--- config.mk ---
export PLATFORM = sky130hd
export DESIGN_NAME = pipeline_hazard_ctrl
export DESIGN_NICKNAME = d
export VERILOG_FILES = /design/src/rtl/pipeline_hazard_ctrl.sv
export SDC_FILE = /design/constraint.sdc
export NUM_CORES = 1
export LEC_CHECK = 0
export CAP_MARGIN = 20
export CORE_MARGIN = 2
export CORE_UTILIZATION = 48
export CTS_CLUSTER_SIZE = 20
export DETAILED_ROUTE_END_ITERATION = 6
export GPL_ROUTABILITY_DRIVEN = 0
export PLACE_DENSITY = 0.83
export SLEW_MARGIN = 20
export SYNTH_ARGS = -nofsm -noshare
export SYNTH_HDL_FRONTEND = slang
export SYNTH_SLANG_ARGS = --single-unit
export TNS_END_PERCENT = 5
--- constraint.sdc ---
create_clock -name clk -period 4 [get_ports clk]
set_input_delay 0.6 -clock clk [delete_from_list [all_inputs] [get_ports clk]]
set_output_delay 0.6 -clock clk [all_outputs]
set_load 0.05 [all_outputs]
--- src/rtl/pipeline_hazard_ctrl.sv ---
// Pipeline hazard unit: EX operand forwarding plus the load-use, taken-branch and multi-cycle stall/flush sequencing.
// Forwarding and control outputs are combinational on the registered state; the state, error flag and counters are registered.
`timescale 1ns/1ps
module pipeline_hazard_ctrl #(
  parameter int MULTI_TIMEOUT = 64
) (
  input  logic        clk,
  input  logic        reset,
  input  logic [4:0]  id_rs1_addr,
  input  logic [4:0]  id_rs2_addr,
  input  logic        id_valid,
  input  logic [4:0]  ex_rs1_addr,
  input  logic [4:0]  ex_rs2_addr,
  input  logic [4:0]  ex_rd_addr,
  input  logic        ex_mem_read,
  input  logic        ex_valid,
  input  logic        ex_branch_taken,
  input  logic        ex_multi_start,
  input  logic        ex_multi_done,
  input  logic [4:0]  mem_rd_addr,
  input  logic        mem_reg_write,
  input  logic        mem_valid,
  input  logic [4:0]  wb_rd_addr,
  input  logic        wb_reg_write,
  input  logic        wb_valid,
  output logic [1:0]  forward_a,
  output logic [1:0]  forward_b,
  output logic        stall_if,
  output logic        stall_id,
  output logic        stall_ex,
  output logic        bubble_ex,
  output logic        flush_if_id,
  output logic        flush_id_ex,
  output logic [1:0]  state,
  output logic        timeout_err,
  output logic [15:0] stall_cycles,
  output logic [15:0] flush_count
);

  localparam int WW = (MULTI_TIMEOUT > 2) ? $clog2(MULTI_TIMEOUT) : 1;

  typedef enum logic [1:0] {
    RUN        = 2'd0,
    LOAD_STALL = 2'd1,
    EX_WAIT    = 2'd2,
    FLUSH      = 2'd3
  } state_t;

  state_t          cur_state, nxt_state;
  logic [WW-1:0]   wait_cnt, wait_nxt;
  logic            to_set;
  logic            s_if, s_id, s_ex, s_bub, s_fif, s_fie;
  logic            mem_fwd_ok, wb_fwd_ok, load_use;

  assign mem_fwd_ok = mem_valid & mem_reg_write & (mem_rd_addr != 5'd0);
  assign wb_fwd_ok  = wb_valid & wb_reg_write & (wb_rd_addr != 5'd0);

  always_comb begin
    forward_a = 2'b00;
    forward_b = 2'b00;
    if (mem_fwd_ok && mem_rd_addr == ex_rs1_addr)     forward_a = 2'b10;
    else if (wb_fwd_ok && wb_rd_addr == ex_rs1_addr)  forward_a = 2'b01;
    if (mem_fwd_ok && mem_rd_addr == ex_rs2_addr)     forward_b = 2'b10;
    else if (wb_fwd_ok && wb_rd_addr == ex_rs2_addr)  forward_b = 2'b01;
  end

  assign load_use = ex_valid & ex_mem_read & (ex_rd_addr != 5'd0) & id_valid &
                    ((ex_rd_addr == id_rs1_addr) | (ex_rd_addr == id_rs2_addr));

  always_comb begin
    nxt_state = cur_state;
    wait_nxt  = wait_cnt;
    to_set    = 1'b0;
    s_if      = 1'b0;
    s_id      = 1'b0;
    s_ex      = 1'b0;
    s_bub     = 1'b0;
    s_fif     = 1'b0;
    s_fie     = 1'b0;
    case (cur_state)
      RUN, LOAD_STALL: begin
        // LOAD_STALL behaves like RUN except that a second load-use stall is masked
        if (ex_valid && ex_branch_taken) begin
          s_fif     = 1'b1;
          s_fie     = 1'b1;
          nxt_state = FLUSH;
        end else if (ex_valid && ex_multi_start) begin
          wait_nxt  = '0;
          nxt_state = EX_WAIT;
        end else if (cur_state == RUN && load_use) begin
          s_if      = 1'b1;
          s_id      = 1'b1;
          s_bub     = 1'b1;
          nxt_state = LOAD_STALL;
        end else begin
          nxt_state = RUN;
        end
      end
      EX_WAIT: begin
        if (ex_multi_done) begin
          nxt_state = RUN;
        end else if (wait_cnt == WW'(MULTI_TIMEOUT - 1)) begin
          to_set    = 1'b1;
          nxt_state = RUN;
        end else begin
          s_if     = 1'b1;
          s_id     = 1'b1;
          s_ex     = 1'b1;
          wait_nxt = wait_cnt + 1'b1;
        end
      end
      default: nxt_state = RUN;
    endcase
  end

  // Held low while reset is asserted so a live branch or load cannot leak a pulse out
  assign stall_if    = s_if  & ~reset;
  assign stall_id    = s_id  & ~reset;
  assign stall_ex    = s_ex  & ~reset;
  assign bubble_ex   = s_bub & ~reset;
  assign flush_if_id = s_fif & ~reset;
  assign flush_id_ex = s_fie & ~reset;
  assign state       = cur_state;

  always_ff @(posedge clk or posedge reset) begin
    if (reset) begin
      cur_state    <= RUN;
      wait_cnt     <= '0;
      timeout_err  <= 1'b0;
      stall_cycles <= 16'd0;
      flush_count  <= 16'd0;
    end else begin
      cur_state <= nxt_state;
      wait_cnt  <= wait_nxt;
      if (to_set) timeout_err <= 1'b1;
      if (s_if && stall_cycles != 16'hFFFF) stall_cycles <= stall_cycles + 16'd1;
      if (s_fif && flush_count != 16'hFFFF) flush_count <= flush_count + 16'd1;
    end
  end

endmodule

==> impl_metrics.env, run 1 <==
export IMPL_outcome="complete, no violations"
export IMPL_cts_setup_buffers=0
export IMPL_ys_top_cells_by_area="dfrtp_1 (43%), xnor2_1 (13%), xor2_1 (8.8%), nand3_1 (4.0%), nand2_1 (3.1%)"
export IMPL_drt_iter0_markers=80
export IMPL_vias=2089
export IMPL_viasPerCell=5.20
export IMPL_grt_max_degree=23
export IMPL_h_tree_depth=2
export IMPL_skew_ps=10.7
export IMPL_portBuffers=91
export IMPL_yosysTopAreaCell="dfrtp_1"
export IMPL_drv_slew=0
export IMPL_synth_seq_cells=41
export IMPL_fin_hold_ws_ps=471
export IMPL_grt_usage_pct=22.0
export IMPL_cts_resized=0
export IMPL_fin_nets=385
export IMPL_ff_latch_area_sq_mm=0.00103
export IMPL_ys_flop_type="dfrtp_1"
export IMPL_layout_drive_gt1_share_pct=4.48
export IMPL_cts_root_buf="clkbuf_8"
export IMPL_grt_pass1_vias=2006
export IMPL_numCtsBuffers=5
export IMPL_multiInputGateArea_sq_mm=0.00131
export IMPL_die_h_um=74.6
export IMPL_required_ps=3400
export IMPL_start_util_pct=50.3
export IMPL_netlist_area_sq_mm=0.00239
export IMPL_stdcell_count=402
export IMPL_tns_ps=0
export IMPL_startpoint_type="primary input"
export IMPL_dp_cells=395
export IMPL_fill_cells=373
export IMPL_synth_cell_types=39
export IMPL_hold_path_class="flop to flop"
export IMPL_grt_pass1_wl_mm=9.39
export IMPL_async_flop_share_pct=100
export IMPL_yosysSeqAreaShare_pct=42.9
export IMPL_powerDensity_mw_per_mm2=405
export IMPL_period_needed_ps=3600
export IMPL_drt_total_wl_mm=5.84
export IMPL_fin_util_pct=72.4
export IMPL_drcViolationCount=0
export IMPL_use_met1_pct=29.4
export IMPL_cts_tree="done"
export IMPL_coreArea_sq_mm=0.00475
export IMPL_clk_latency_ps=290
export IMPL_fin_crit_sh_pct=90.1
export IMPL_postRouteAntennaNets=0
export IMPL_max_slew_margin_rel_pct=44.4
export IMPL_routedWlPerCell_um=14.5
export IMPL_drt_pass1_iter_count=4
export IMPL_max_cap_viol_count=0
export IMPL_final_common_cell="clkdlybuf4s50_1"
export IMPL_antenna_found_initial=0
export IMPL_timing_final_hold_violations=0
export IMPL_synth_nets=292
export IMPL_setup_viol=0
export IMPL_die_w_um=74.6
export IMPL_crit_path_end_kind="output pin"
export IMPL_diodes=0
export IMPL_path_class="primary input to output pin"
export IMPL_syn_avg_cell_area_sq_um=9.89
export IMPL_netlist_instances=242
export IMPL_synth_enable_flop_cells=0
export IMPL_io_pin_count=92
export IMPL_final_cell_mix="clkdlybuf4s50_1 (91), dfrtp_1 (41), xnor2_1 (36)"
export IMPL_dieArea_sq_mm=0.00557
export IMPL_rsz0062_at_grt="false"
export IMPL_clockBufferDepth=2
export IMPL_syn_to_final_growth_pct=43.9
export IMPL_worstPathArrival_ps=3000
export IMPL_synth_top_area_share_pct=42.9
export IMPL_tightest_slew_ps=833
export IMPL_top_usage_layer="met2"
export IMPL_power_leakage_nw=1.44
export IMPL_critical_path_max_fanout=3
export IMPL_dpl_hpwl_mm=4.52
export IMPL_synth_warnings=0
export IMPL_grt_overflow_total=0
export IMPL_numClockSinks=41
export IMPL_clock_fmax_mhz=278
export IMPL_core_rowCount=25
export IMPL_peakVddDrop_uv=477
export IMPL_postCtsHoldBufs=0
export IMPL_clk_pin_slew_ps=70
export IMPL_met2_usage_pct=36.5
export IMPL_grt_use_met3_pct=4.42
[stage by stage]
stage | setup WS (ps) | power [mW] | cell area [sq um]
3_5_place_dp | 388 | 1.13 | 3360
2_1_floorplan | 257 | 0.921 | 2390
4_1_cts | 392 | 1.40 | 3440
6_report | 397 | 1.39 | 3440
3_3_place_gp | 496 | 1.12 | 3360
5_1_grt | 288 | 1.47 | 3440
[cell usage after synthesis (all sizes together), types with 3 or more instances]
master  count
o21ai       9
nand2      20
or4         3
nor3       13
inv         5
buf         4
a21oi       4
a31oi       5
nand3      19
xor2       24
nand4      12
ha          3
and3        8
nor2       12
dfrtp      41
and4        3
xnor2      36
o211ai      3
[critical path: stages]
cell and delay (ps):
clkdlybuf4s50_1 460, or4_1 560, o211ai_1 240, nor4_1 120
nor3_1 200, clkdlybuf4s50_1 830
[power breakdown]
part	leakage, nW	internal, mW	switching (mW)	total (mW)
clock	0.0443	0.137	0.130	0.267
combinational	0.846	0.222	0.327	0.549
sequential	0.549	0.484	0.0937	0.578
[state kept, by name, summed over array words and instances (netlist names)]
| register | count |
|---|---|
| state | 2 |
| stall_cycles | 16 |
| flush_count | 16 |
| timeout_err | 1 |
| wait_cnt | 6 |
[area by class of cell]
class                      instances  share of cell area, %
sequential                        41                   29.8
multi-input combinational        190                   38.0
inverter                           5                  0.545
tap                               67                   2.43
clock buffer                       7                   2.51
timing repair buffer              92                   26.7
[per-layer routing]
| layer | vias up | part of all wire, % | wire length, um |
|---|---|---|---|
| met1 | 994 | 45 | 2610 |
| met5 | - | 0 | 0 |
| met4 | 0 | 1.3 | 75 |
| met2 | 50 | 49 | 2890 |
| li1 | 1038 | - | - |
| met3 | 7 | 4.5 | 264 |
[worst paths after layout]
kind | start | to | slack [ps] | cells after the start
setup / recovery | mem_rd_addr[1] | forward_b[0] | 400 | 6
setup reg to reg | wait_cnt[0]$_DFFE_PP0P_ | stall_cycles[1]$_DFFE_PP0P_ | 1540 | 6
min in group asynchronous | reset | stall_cycles[9]$_DFFE_PP0P_ | 890 | 2
hold reg to reg | timeout_err$_DFFE_PP0P_ | timeout_err$_DFFE_PP0P_ | 470 | 1
hold / removal | timeout_err$_DFFE_PP0P_ | timeout_err$_DFFE_PP0P_ | 470 | 1
max in group asynchronous | reset | flush_count[10]$_DFFE_PP0P_ | 2330 | 3
[logic make-up after synthesis]
family	synth area share [%]
and+or+nand+nor	22.6
xor gates and xnor gates	22.0
adders and majority gates	1.57
buffers and inverters	2.40
AOI/OAI and AO/OA	7.48
muxes	1.10
DFF	42.9
(Power assumes the default switching activity.)
==> run 2, diff against run 1 <==
ABC_AREA = 1   (was unset)
CORE_UTILIZATION = 50   (was 48)
PLACE_DENSITY = 0.82   (was 0.83)
REMOVE_ABC_BUFFERS = 1   (was unset)
==> impl_metrics.env, run 2 <==
export IMPL_numClockSinks=41
export IMPL_netlist_instances=371
export IMPL_ff_latch_area_sq_mm=0.00103
export IMPL_clock_fmax_mhz=300
export IMPL_cts_setup_buffers=0
export IMPL_fin_nets=513
export IMPL_startpoint_type="primary input"
export IMPL_layout_drive_gt1_share_pct=5.17
export IMPL_max_cap_viol_count=0
export IMPL_h_tree_depth=2
export IMPL_portBuffers=91
export IMPL_postRouteAntennaNets=0
export IMPL_yosysTopAreaCell="dfrtp_1"
export IMPL_reg_top3="flush_count (16), stall_cycles (16), wait_cnt (6)"
export IMPL_yosysSeqAreaShare_pct=37.0
export IMPL_ys_flop_type="dfrtp_1"
export IMPL_postCtsHoldBufs=0
export IMPL_dpl_instance_area_sq_mm=0.00374
export IMPL_slowest_delay_ps=830
export IMPL_fin_area_sq_mm=0.00382
export IMPL_pre_cts_slack_ps=677
export IMPL_tightest_slew_ps=593
export IMPL_peakVddDrop_uv=346
export IMPL_drt_total_wl_mm=6.61
export IMPL_tns_ps=0
export IMPL_worstPathArrival_ps=2730
export IMPL_grt_pass1_wl_mm=11.5
export IMPL_die_w_um=78.5
export IMPL_clockBufferDepth=2
export IMPL_diodes=0
export IMPL_routedWlPerCell_um=12.3
export IMPL_final_cell_mix="nand2_1 (110), clkdlybuf4s50_1 (91), dfrtp_1 (41)"
export IMPL_synth_seq_cells=41
export IMPL_period_needed_ps=3330
export IMPL_grt_overflow_total=0
export IMPL_viasPerCell=4.95
export IMPL_coreArea_sq_mm=0.00544
export IMPL_syn_avg_cell_area_sq_um=7.48
export IMPL_async_flop_share_pct=100
export IMPL_numCtsBuffers=5
export IMPL_crit_family="buffers and inverters"
export IMPL_antenna_found_initial=0
export IMPL_drcViolationCount=0
export IMPL_core_rowCount=27
export IMPL_r2r_slack_ps=2020
export IMPL_grt_usage_pct=22.7
export IMPL_cts_resized=0
export IMPL_synth_cell_types=29
export IMPL_powerDensity_mw_per_mm2=347
export IMPL_clk_pin_slew_ps=80
export IMPL_critical_path_max_fanout=3
export IMPL_ys_top_cells_by_count="nand2_1 (110), dfrtp_1 (41), nand3_1 (39)"
export IMPL_netlist_area_sq_mm=0.00278
export IMPL_fin_hold_ws_ps=467
export IMPL_setup_ws_ps=669
export IMPL_final_common_cell="nand2_1"
export IMPL_cts_root_buf="clkbuf_8"
export IMPL_setup_viol=0
export IMPL_path_class="primary input to output pin"
export IMPL_synth_enable_flop_cells=0
export IMPL_grt_max_degree=27
export IMPL_synth_most_common_cell="nand2_1"
export IMPL_hold_path_class="flop to flop"
export IMPL_synth_top_area_share_pct=37.0
export IMPL_multiInputGateArea_sq_mm=0.00156
export IMPL_clk_latency_ps=290
export IMPL_required_ps=3400
export IMPL_grt_pass1_vias=2654
export IMPL_drt_iter0_markers=130
export IMPL_fill_cells=469
export IMPL_start_util_pct=51.0
export IMPL_power_leakage_nw=1.78
export IMPL_ys_top_cells_by_area="dfrtp_1 (37%), nand2_1 (15%), xnor2_1 (8.5%), xor2_1 (8.5%), nand3_1 (7.0%)"
export IMPL_fin_crit_sh_pct=83.3
export IMPL_rsz0062_at_grt="false"
export IMPL_crit_path_end_kind="output pin"
export IMPL_crit_top_cell="nand2_1"
export IMPL_cts_tree="done"
export IMPL_synth_warnings=0
export IMPL_die_h_um=78.5
export IMPL_timing_final_hold_violations=0
export IMPL_syn_to_final_growth_pct=37.6
export IMPL_crit_path_top_delay_cell="clkdlybuf4s50_1"
export IMPL_max_slew_margin_rel_pct=60.4
export IMPL_skew_ps=5.35
export IMPL_dieArea_sq_mm=0.00616
export IMPL_outcome="complete, no violations"
export IMPL_drv_slew=0
export IMPL_drt_pass1_iter_count=4
export IMPL_io_pin_count=92
export IMPL_dpl_hpwl_mm=5.18
export IMPL_path_cells="clkdlybuf4s50_1, inv_1, nand2_1, nand2_1, nor2_1, nand3_1, nand2_1, nand3_1, a21oi_1, clkdlybuf4s50_1"
export IMPL_path_buf_inv=3
export IMPL_vias=2652
run 2: changes by cell type after synthesis, moves of 7 or more:
cell	before	now
nand3_1	19	39
nor2_1	12	31
inv_1	5	35
nand2_1	20	110
xnor2_1	36	27
and3_1	8	1
run 2: worst paths after layout:
| kind | start | depth (start not counted) | end |
|---|---|---|---|
| setup / recovery | ex_rd_addr[2] | 10 | stall_if |
| hold / removal | timeout_err$_DFFE_PP0P_ | 1 | timeout_err$_DFFE_PP0P_ |
| setup reg to reg | stall_cycles[0]$_DFFE_PP0P_ | 9 | stall_cycles[4]$_DFFE_PP0P_ |
| hold reg to reg | timeout_err$_DFFE_PP0P_ | 1 | timeout_err$_DFFE_PP0P_ |
| max in group asynchronous | reset | 3 | flush_count[4]$_DFFE_PP0P_ |
| min in group asynchronous | reset | 2 | timeout_err$_DFFE_PP0P_ |
run 2: layer usage:
layer	global-route usage (%)	share of wire, %	routed length (um)	up-vias
met5	0	0	0	-
met4	4.91	0.50	33	0
met3	5.40	3.2	212	4
met2	41.3	54	3540	56
met1	27.1	43	2820	1227
li1	-	-	-	1365
run 2: metrics by stage:
stage          total power, mW  utilization, %  instances
6_report                  1.33            70.2        536
5_1_grt                   1.42            70.2        536
4_1_cts                   1.34            70.2        536
3_5_place_dp              1.08            68.7        528
3_3_place_gp              1.06            68.7        528
2_1_floorplan            0.872               -        364
run 2: cell type report:
cell class	instances	area share (%)
multi-input cells	286	40.9
well taps	72	2.36
inverters	37	3.64
flip-flops and latches	41	26.9
repair buffers	92	24.0
clock buffers	6	1.90
clock inverters	2	0.262
run 2: cell families after synthesis:
logic type      synth area share [%]
simple gates                    34.8
flops                           37.0
xor+xnor                        17.0
buf+inv                         6.67
fa+ha+maj                       1.35
compound gates                  3.16
run 2: report_power, final:
part | switching, mW | internal, mW | total [mW]
combinational | 0.322 | 0.197 | 0.520
clock | 0.140 | 0.121 | 0.261
sequential | 0.0776 | 0.468 | 0.546
total | 0.540 | 0.787 | 1.33
==> run 3, diff against run 2 <==
CORE_UTILIZATION = 42   (was 50)
PLACE_DENSITY = 0.73   (was 0.82)
clock period = 2.9 ns   (was 4 ns; I/O delays follow)
==> impl_metrics.env, run 3 (synthesized netlist as in run 2, its figures left out) <==
export IMPL_period_needed_ps=2630
export IMPL_layout_drive_gt1_share_pct=7.11
export IMPL_numCtsBuffers=5
export IMPL_core_rowCount=29
export IMPL_drt_iter0_markers=133
export IMPL_fin_area_sq_mm=0.00387
export IMPL_io_pin_count=92
export IMPL_drv_slew=0
export IMPL_postRouteAntennaNets=0
export IMPL_cts_resized=0
export IMPL_crit_path_top_delay_cell="clkdlybuf4s50_1"
export IMPL_vias=2639
export IMPL_path_class="flop to output pin"
export IMPL_dpl_hpwl_mm=5.28
export IMPL_powerDensity_mw_per_mm2=506
export IMPL_grt_usage_pct=19.4
export IMPL_cts_setup_buffers=0
export IMPL_worstPathArrival_ps=2190
export IMPL_rsz0062_at_grt="false"
export IMPL_postCtsHoldBufs=0
export IMPL_coreArea_sq_mm=0.00639
export IMPL_dieArea_sq_mm=0.00727
export IMPL_die_h_um=85.3
export IMPL_reg2reg_depth=8
export IMPL_power_leakage_nw=1.82
export IMPL_fin_nets=513
export IMPL_fin_util_pct=60.7
export IMPL_cts_root_buf="clkbuf_8"
export IMPL_final_cell_mix="nand2_1 (110), clkdlybuf4s50_1 (82), dfrtp_1 (41)"
export IMPL_clk_latency_ps=300
export IMPL_dpl_instance_area_sq_mm=0.00376
export IMPL_timing_final_hold_violations=0
export IMPL_peakVddDrop_uv=769
export IMPL_antenna_found_initial=0
export IMPL_slowest_delay_ps=810
export IMPL_reg_top3="flush_count (16), stall_cycles (16), wait_cnt (6)"
export IMPL_max_slew_margin_rel_pct=62.5
export IMPL_diodes=0
export IMPL_whs_path_depth=1
export IMPL_tns_ps=0
export IMPL_grt_max_degree=42
export IMPL_grt_pass1_wl_mm=11.5
export IMPL_outcome="complete, no violations"
export IMPL_required_ps=2470
export IMPL_drt_total_wl_mm=6.74
export IMPL_max_cap_viol_count=0
export IMPL_die_w_um=85.3
export IMPL_clockBufferDepth=2
export IMPL_startpoint_type="flop"
export IMPL_path_cells="inv_2, nor2_2, inv_2, nor2_2, o21ai_2, nor2_1, clkdlybuf4s50_1"
export IMPL_start_util_pct=43.5
export IMPL_grt_pass1_vias=2558
export IMPL_syn_to_final_growth_pct=39.6
export IMPL_cts_tree="done"
export IMPL_clk_pin_slew_ps=80
export IMPL_skew_ps=9.84
export IMPL_viasPerCell=4.88
export IMPL_clock_fmax_mhz=380
export IMPL_fin_total_pwr_mw=1.96
export IMPL_final_common_cell="nand2_1"
export IMPL_grt_overflow_total=0
export IMPL_hold_path_class="flop to flop"
export IMPL_numClockSinks=41
export IMPL_tightest_slew_ps=561
export IMPL_fin_crit_sh_pct=90.6
export IMPL_h_tree_depth=2
export IMPL_portBuffers=91
export IMPL_crit_path_end_kind="output pin"
export IMPL_drcViolationCount=0
export IMPL_critical_path_max_fanout=6
export IMPL_drt_pass1_iter_count=4
export IMPL_setup_viol=0
export IMPL_routedWlPerCell_um=12.5
==> run 3: changes by cell type in the layout (fill, tap and decap cells not counted), sizes merged <==
cell / before / now
buf: 1 / 10
clkdlybuf4s50: 91 / 82
clkinv: 2 / 0
bufinv: 0 / 1
clkbuf: 6 / 7
==> run 3: worst paths after layout <==
| path | slack [ps] | to | startpoint |
|---|---|---|---|
| worst max-delay path | 270 | stall_ex | state[1]$_DFFE_PP0P_ |
| worst min-delay path | 470 | timeout_err$_DFFE_PP0P_ | timeout_err$_DFFE_PP0P_ |
| worst max register to register | 930 | flush_count[12]$_DFFE_PP0P_ | flush_count[0]$_DFFE_PP0P_ |
| worst min register to register | 470 | timeout_err$_DFFE_PP0P_ | timeout_err$_DFFE_PP0P_ |
| max in group asynchronous | 1840 | stall_cycles[14]$_DFFE_PP0P_ | reset |
| min in group asynchronous | 690 | wait_cnt[4]$_DFFE_PP0P_ | reset |
==> run 3: area by class of cell <==
class / instances / area, sq um
inverters: 37 / 139
well taps: 77 / 96.3
clock buffers: 7 / 86.3
repair buffers: 92 / 933
multi-input cells: 286 / 1560
fillers: 589 / 2510
flip-flops and latches: 41 / 1030
clock inverters: 1 / 30.0
==> run 3: through the flow <==
step           hold slack [ps]  std cells  setup WS [ps]
2_1_floorplan              478        364           -451
3_3_place_gp               450        533            376
3_5_place_dp               453        533            304
4_1_cts                    471        541            240
5_1_grt                    504        541            107
6_report                   472        541            272
==> run 3: metal layers <==
layer	part of all wire (%)	vias up	global-route usage, %
met5	0	-	0
met4	1.6	0	5.77
met3	3.3	11	3.60
met2	50	49	33.9
met1	45	1211	24.2
li1	-	1368	-
==> run 3: worst max-delay path, delay by kind of cell, from the launching register on <==
family | cells | cell delay, ps
simple gates | 3 | 380
compound gates | 1 | 110
buf+inv | 3 | 940
flops | 1 | 460
==> run 3: report_power, final <==
part / switching (mW) / internal [mW]
logic: 0.446 / 0.277
clock network: 0.206 / 0.281
registers: 0.107 / 0.646
